--- src/rtl/slow_clk_pkg.sv ---
// Shared types and defaults for the slow-clock monitor.
package slow_clk_pkg;

   typedef enum logic [1:0] {
      ACQUIRE = 2'd0,
      MEASURE = 2'd1,
      LOCKED  = 2'd2
   } mon_state_t;

   localparam int SLOW_CLK_PERIOD_DEFAULT = 15362;
   localparam int SLOW_CLK_TOL_DEFAULT    = 16;
   localparam int SLOW_CLK_LOCK_DEFAULT   = 4;

   // Inclusive window test used to classify a measured period.
   function automatic logic in_window(input logic [31:0] v,
                                      input logic [31:0] lo,
                                      input logic [31:0] hi);
      return (v >= lo) && (v <= hi);
   endfunction

endpackage

--- src/rtl/sync_rise_detect.sv ---
// Two-flop synchronizer followed by an edge register. Every flop resets
// to 1 so an input that is already high at reset never produces a rise.
module sync_rise_detect (
   input  logic clk,
   input  logic rst_n,
   input  logic async_in,
   output logic rise
);

   logic s1;
   logic s2;
   logic s3;

   // Synchronizer chain plus the previous-value register for edge detect.
   always_ff @(posedge clk or negedge rst_n) begin
      if (!rst_n) begin
         s1 <= 1'b1;
         s2 <= 1'b1;
         s3 <= 1'b1;
      end else begin
         s1 <= async_in;
         s2 <= s1;
         s3 <= s2;
      end
   end

   assign rise = s2 & ~s3;

endmodule

--- src/rtl/slow_clk_monitor.sv ---
// Slow-clock monitor: synchronizes slow_clk_in, pulses tick on each rising
// edge, measures the tick spacing in clk cycles and tracks lock.
// Build option: SLOW_CLK_MON_STICKY_FAULT_EN makes fault sticky (cleared by
// clr_fault); without it fault is a one-cycle pulse and clr_fault is unused.
//
// state   | meaning
// --------+-----------------------------------------------------------
// ACQUIRE | no reference edge yet; first tick starts measurement
// MEASURE | counting consecutive good periods toward LOCK_COUNT
// LOCKED  | LOCK_COUNT good periods seen; any bad period drops lock
module slow_clk_monitor
   import slow_clk_pkg::*;
#(
   parameter int EXPECTED_PERIOD = SLOW_CLK_PERIOD_DEFAULT,
   parameter int TOLERANCE       = SLOW_CLK_TOL_DEFAULT,
   parameter int LOCK_COUNT      = SLOW_CLK_LOCK_DEFAULT,
   parameter int CNT_W           = 16
) (
   input  logic             clk,
   input  logic             rst_n,
   input  logic             slow_clk_in,
   input  logic             clr_fault,
   output logic             tick,
   output logic [CNT_W-1:0] period,
   output logic             period_valid,
   output logic             locked,
   output logic             fault
);

   localparam int unsigned     LO_I = EXPECTED_PERIOD - TOLERANCE;
   localparam int unsigned     HI_I = EXPECTED_PERIOD + TOLERANCE;
   localparam logic [CNT_W-1:0] HI  = CNT_W'(HI_I);
   localparam logic [3:0]      LOCK_LAST = 4'(LOCK_COUNT - 1);

   mon_state_t       state;
   logic [3:0]       good_cnt;
   logic [CNT_W-1:0] cnt;
   logic             rise;
   logic             good_per;
   logic             timeout;
   logic             fault_ev;

   sync_rise_detect u_sync (
      .clk      (clk),
      .rst_n    (rst_n),
      .async_in (slow_clk_in),
      .rise     (rise)
   );

   // Period counter: restarts at 1 on each edge, saturates when idle.
   always_ff @(posedge clk or negedge rst_n) begin
      if (!rst_n) begin
         cnt <= '0;
      end else if (rise) begin
         cnt <= CNT_W'(1);
      end else if (cnt != '1) begin
         cnt <= cnt + CNT_W'(1);
      end
   end

   // Period classification and fault events; a tick beats a timeout.
   always_comb begin
      good_per = in_window(32'(cnt), LO_I, HI_I);
      timeout  = (state != ACQUIRE) && !rise && (cnt >= HI);
      fault_ev = timeout || (rise && (state != ACQUIRE) && !good_per);
   end

   // Lock FSM with registered tick, period and lock outputs.
   always_ff @(posedge clk or negedge rst_n) begin
      if (!rst_n) begin
         state        <= ACQUIRE;
         good_cnt     <= '0;
         tick         <= 1'b0;
         period       <= '0;
         period_valid <= 1'b0;
         locked       <= 1'b0;
      end else begin
         tick         <= rise;
         period_valid <= 1'b0;
         case (state)
            ACQUIRE: begin
               if (rise) begin
                  state    <= MEASURE;
                  good_cnt <= '0;
               end
            end
            MEASURE: begin
               if (rise) begin
                  period       <= cnt;
                  period_valid <= 1'b1;
                  if (good_per) begin
                     if (good_cnt == LOCK_LAST) begin
                        state  <= LOCKED;
                        locked <= 1'b1;
                     end
                     good_cnt <= good_cnt + 4'd1;
                  end else begin
                     good_cnt <= '0;
                  end
               end else if (timeout) begin
                  state    <= ACQUIRE;
                  good_cnt <= '0;
                  locked   <= 1'b0;
               end
            end
            LOCKED: begin
               if (rise) begin
                  period       <= cnt;
                  period_valid <= 1'b1;
                  if (!good_per) begin
                     state    <= MEASURE;
                     good_cnt <= '0;
                     locked   <= 1'b0;
                  end
               end else if (timeout) begin
                  state    <= ACQUIRE;
                  good_cnt <= '0;
                  locked   <= 1'b0;
               end
            end
            default: begin
               state    <= ACQUIRE;
               good_cnt <= '0;
               locked   <= 1'b0;
            end
         endcase
      end
   end

`ifdef SLOW_CLK_MON_STICKY_FAULT_EN
   // Sticky fault: a new event wins over a concurrent clear.
   always_ff @(posedge clk or negedge rst_n) begin
      if (!rst_n) begin
         fault <= 1'b0;
      end else if (fault_ev) begin
         fault <= 1'b1;
      end else if (clr_fault) begin
         fault <= 1'b0;
      end
   end
`else
   logic unused_clr_fault;
   assign unused_clr_fault = clr_fault;

   // Pulsed fault: one cycle per event.
   always_ff @(posedge clk or negedge rst_n) begin
      if (!rst_n) begin
         fault <= 1'b0;
      end else begin
         fault <= fault_ev;
      end
   end
`endif

endmodule
--- config.mk ---
export PLATFORM = sky130hd
export DESIGN_NAME = slow_clk_monitor
export DESIGN_NICKNAME = d
export VERILOG_FILES = /design/src/rtl/slow_clk_pkg.sv /design/src/rtl/sync_rise_detect.sv /design/src/rtl/slow_clk_monitor.sv
export SDC_FILE = /design/constraint.sdc
export NUM_CORES = 1
export LEC_CHECK = 0
export BUFFER_PORTS_ARGS = -buffer_cell sky130_fd_sc_hd__buf_2
export CORE_MARGIN = 8
export CORE_UTILIZATION = 55
export DETAILED_ROUTE_END_ITERATION = 10
export PLACE_DENSITY = 0.76
export SLEW_MARGIN = 0
export SYNTH_ARGS = -nofsm -noshare
export SYNTH_HDL_FRONTEND = slang
export SYNTH_SLANG_ARGS = --single-unit
--- constraint.sdc ---
create_clock -name clk -period 3.2 [get_ports clk]
set_clock_uncertainty 0.1 [all_clocks]
set_input_delay 0.16 -clock clk [delete_from_list [all_inputs] [get_ports clk]]
set_output_delay 0.16 -clock clk [all_outputs]
set_load 0.05 [all_outputs]
---- Word-level counts from Yosys, hierarchy flattened ----
Index checks and enable logic that the tools add are counted.
word-level totals
  register bits after elaboration ......... 45
  input bits .............................. 4
  memory bits (writable) .................. 0
  output and inout bits ................... 20
  word-level logic and storage cells ...... 69
  ROM bits ................................ 0
  bits in latches ......................... 0
  memories ................................ 0
cells by class
  bitwise operators ....................... 3
  reductions and logical operators ........ 16
  order comparisons ....................... 3
  add/subtract/negate cells ............... 2
  mux-type cells .......................... 26
  divide/modulo/power cells ............... 0
  eq/ne operators ......................... 8
  shift operators ......................... 0
  multiply operators ...................... 0
operators by type and width
  kind                                                               count
  >= comparator 16 x 14 -> 1 bit (second input constant)             2
  2-to-1 mux 16 bit                                                  2
  2-to-1 mux 4 bit                                                   6
  adder 16 x 1 -> 16 bit (second input constant)                     1
  less-or-equal comparator 16 x 14 -> 1 bit (second input constant)  1
  inequality test 16 bit (second input constant)                     1
  2-to-1 mux 2 bit                                                   7
  one-hot mux 4 bit (3 select lines)                                 1
  inequality test 3 bit (second input constant)                      3
  2-to-1 mux 1 bit                                                   8
  AND reduction 4 bit                                                2
  one-hot mux 2 bit (3 select lines)                                 1
  logical AND 1 bit                                                  5
  adder 4 x 1 -> 4 bit (second input constant)                       1
  equality test 4 x 2 -> 1 bit (second input constant)               1
  AND reduction 2 bit                                                2
  nonzero test 2 bit                                                 2
  one-hot mux 1 bit (3 select lines)                                 1
  equality test 2 x 1 -> 1 bit (second input constant)               1
  equality test 2 bit (second input constant)                        1
  zero test 1 bit                                                    2
  zero test 2 bit                                                    1
  inequality test 2 bit (second input constant)                      1
  inverter 1 bit                                                     2
  other kinds (3)                                                    3

---- Depth between registers and ports, before layout ----
  word-level depth ........................ 8
  gate-level depth with buffers ........... 8
  depth with buffers taken out ............ 8

---- Modules after synthesis ----
A second synthesis with hierarchy kept.
second synthesis, totals
  cell total of the unflattened synthesis .. 210
  area, all modules ....................... 2278.4 µm²
modules (own cells, without submodules)
  module            times used  area each (µm²)  cells each  sequential area each (µm²)
  slow_clk_monitor  1           2185.8           206         1051.0
  sync_rise_detect  1           92.6             4           78.8

---- Worst setup path before layout ----
OpenSTA, ideal clock, no wires.
  kind .................................... register to register
  start point ............................. register cnt[10]
  end point ............................... register state[1]
  required time ........................... 3.026 ns
  period minus slack after synthesis ...... 2.357 ns
  library setup time ...................... 0.074 ns
  stages on the path, launching flop included .. 8
  setup slack ............................. 0.843 ns
  buffers on the path ..................... 1
  arrival ................................. 2.183 ns
  cell sequence ........................... dfrtp_1 buf_6 or4b_1 or4_4 o31ai_2 o22ai_2 or3_1 o21ai_2
on the way
  longest elaborated chain between the ends .. 5
  elaborated cells on any way between the ends .. 12
  classes of those cells .................. 3 x order compare; 2 x eq/ne; 4 x mux; 3 x reduce/logical
RTL lines
  what                                        RTL line                source
  from (decl)                                 slow_clk_monitor.sv:37  logic [CNT_W-1:0] cnt;
  from (signal assigned)                      slow_clk_monitor.sv:57  cnt <= cnt + CNT_W'(1);
  >= comparator 16 x 14 -> 1 bit              slow_clk_monitor.sv:64  timeout = (state != ACQUIRE) && !rise && (cnt >= HI);
  logical AND 1 bit                           slow_clk_monitor.sv:64
  2-to-1 mux 2 bit                            --
  2-to-1 mux 2 bit, on equally long branches  --
  one-hot mux 2 bit (3 select lines)          --
  to (signal assigned)                        slow_clk_monitor.sv:71  state <= ACQUIRE;
  to (signal assigned)                        slow_clk_monitor.sv:83  state <= MEASURE;
  to (signal assigned)                        slow_clk_monitor.sv:93  state <= LOCKED;
  to (decl)                                   slow_clk_monitor.sv:35  mon_state_t state;
Several ways; a longest one is shown, not always the timed one.
A chain may end at the register's enable or synchronous reset.

---- Worst setup path in the final report ----
Ends and elaborated chain as after synthesis.

==> metrics <==
status=complete, no violations; Synth Cell Area=~2200 um2; First DRT Iteration DRCs=128; number of antenna diodes=0; Final setup viols=0; crit share post-route=0.783; Register-to-Register Path Depth=6; Final Power=approximately 1600 uW; post-route ant nets=0; placed cell count=280; DRC violations left=0; max-cap viol count=0; synth warn=0; drt first pass iters=5; Port Buffers=22; DR vias=1666; gr usage total=0.152; Seq/Total Area, Yosys=0.504; prevailing post-synth register cell=dfrtp_1; H-tree lvl count=2; Worst EP arrival=2.64 ns; Cell Pwr Density=646 nW/um2; Setup Fix Bufs, Post-CTS=0; end point of the worst hold path=u_sync.s2; Die Area=approximately 6400 um2; relative slew slack=0.354; register bit total from synthesis=45; worst-skew pair later-pin latency=0.30 ns; global-route wire length before repair=7760 um; Synth area leader=dfrtp_1; routed len/inst=15.3 um; Clock transition at path regs=0.09 ns; Avg Cell Area, Syn=10.7 um2; RD Place Congestion=about 0.85; Critical R2R Launch=cnt[10]; Final Max Tran Viols=0; Syn Inst Count=210; TNS Setup=0 ns; largest net degree at the start of global routing=between 40 and 50; type of origin of the critical path=flip-flop; half-perimeter wire length after placement=3040 um; core area=3970 um2; initial antenna violation count=0; Hold Path Class=reg -> reg; NumNets Final=250; vias in the first global route=around 1600; post-layout util=0.635; starting density of the core=0.564; CP Class=reg -> reg; top-count cell post-synth=dfrtp_1; Remaining Overflow, GRT=0; PostCTS Resize Cnt=0; Num CTS Buffers=5; Bufs on Longest Clock Path=2; num ports=24; critical path endpoint category=flip-flop; net count after synthesis=221; Final Hold Fails=0; drt via density=5.74; Area Growth Syn to Fin=12.7%; worst r2r dst=state[1]; clock sink total=45; register-to-register setup slack=0.70 ns; fin cells=between 200 and 300; Req. time, crit path=3.33 ns; Die Y=approximately 80 um; synth unique cells=47; min-delay src=u_sync.s1; hold path cells=0; Pleak=0.00121 uW; Yosys top cell area share=0.469; RSZ-0062 raised after global routing=no; maximum clock frequency=399 MHz; final WL=4430 um; hold buffer count at CTS=2; Least-Margin Pin Slew=0.969 ns; CTS tree=built; row count=23; min Tclk post-route=2.50 ns; CP Max Fanout=8; top cells by area, synth=dfrtp_1 47%, mux2_2 7.5%, ha_1 3.9%; asr flop ratio synth=1.00; fraction of layout cells with a size suffix above 1=0.263; root buffer cell=clkbuf_8; worst-case vdd ir drop=roughly 0.37 mV; EDFF count, synth=0; die width=79.8 um; synth cell count leaders=42 x dfrtp_1, 18 x nand2_1, 18 x nor2_1
-- cells in the final DEF, fill, tap and decap left out, types with 5 or more instances in the layout --
cell      count
a21oi_1       6
buf_2        22
buf_4         5
clkbuf_8      5
dfrtp_1      42
ha_1          7
inv_1         6
mux2_2       15
nand2_1      18
nand2b_1      5
nand3_1      10
nor2_1       18
nor3_1        5
o21ai_0       8
xor2_1        5
-- critical path: stages, from the launching register on --
cell and delay, ns:
dfrtp_1 0.48, or4b_1 0.54, or4_4 0.44, o31ai_2 0.27, o22ai_2 0.16, or3_1 0.38, o21ai_2 0.06
-- final cells by class --
cell class | count | area, um2
Fill cell | 337 | 1450
Sequential cell | 45 | 1130
Multi-Input combinational cell | 151 | 1050
Timing Repair Buffer | 29 | 168
Clock buffer | 6 | 72.6
Tap cell | 50 | 62.6
Inverter | 7 | 26.3
Clock inverter | 2 | 15.0
-- sequential cells by signal, summed over array words and instances, names as in the netlist --
name          cells
period_valid      1
good_cnt          4
u_sync.s1         1
period           16
cnt              16
tick              1
locked            1
state             2
u_sync.s2         1
fault             1
u_sync.s3         1
-- power by group --
group	switching (uW)	internal, uW	total, uW
Clock	192	154	346
Sequential	72.1	642	714
Combinational	374	195	569
Total	639	991	1630
-- worst max-delay path by stage --
stage / depth (start not counted) / start / slack [ns] / endpoint
final: 6 / cnt[10] / 0.70 / state[1]
after global routing: 6 / cnt[10] / 0.60 / good_cnt[3]
after CTS: 6 / cnt[10] / 0.71 / state[1]
after detailed placement: 6 / cnt[10] / 0.74 / state[1]
after global placement: 6 / cnt[10] / 0.78 / state[1]
after floorplan: 7 / cnt[10] / 0.84 / state[1]
-- cell families after synthesis --
group	Yosys count	synth area share
buf+inv	14	0.0268
flops	45	0.504
compound gates	42	0.136
xor+xnor	7	0.0274
mux	16	0.0799
simple gates	79	0.186
fa+ha+maj	7	0.0391
-- through the flow --
stage / area (um2) / hold slack [ns] / worst slack [ns]
after floorplan: 2240 / -0.236 / 0.843
after global placement: 2420 / 0.166 / 0.781
after detailed placement: 2420 / 0.169 / 0.744
after CTS: 2520 / 0.266 / 0.708
after global routing: 2520 / 0.266 / 0.601
final: 2520 / 0.263 / 0.696
-- routing by layer --
metal	vias to the layer above	global-route usage	share of wire
met3	5	0.0473	0.054
li1	817	-	-
met2	34	0.237	0.45
met5	-	0	0
met1	810	0.193	0.48
met4	0	0.0564	0.015
Note: power is estimated with default switching activity, not from simulation.
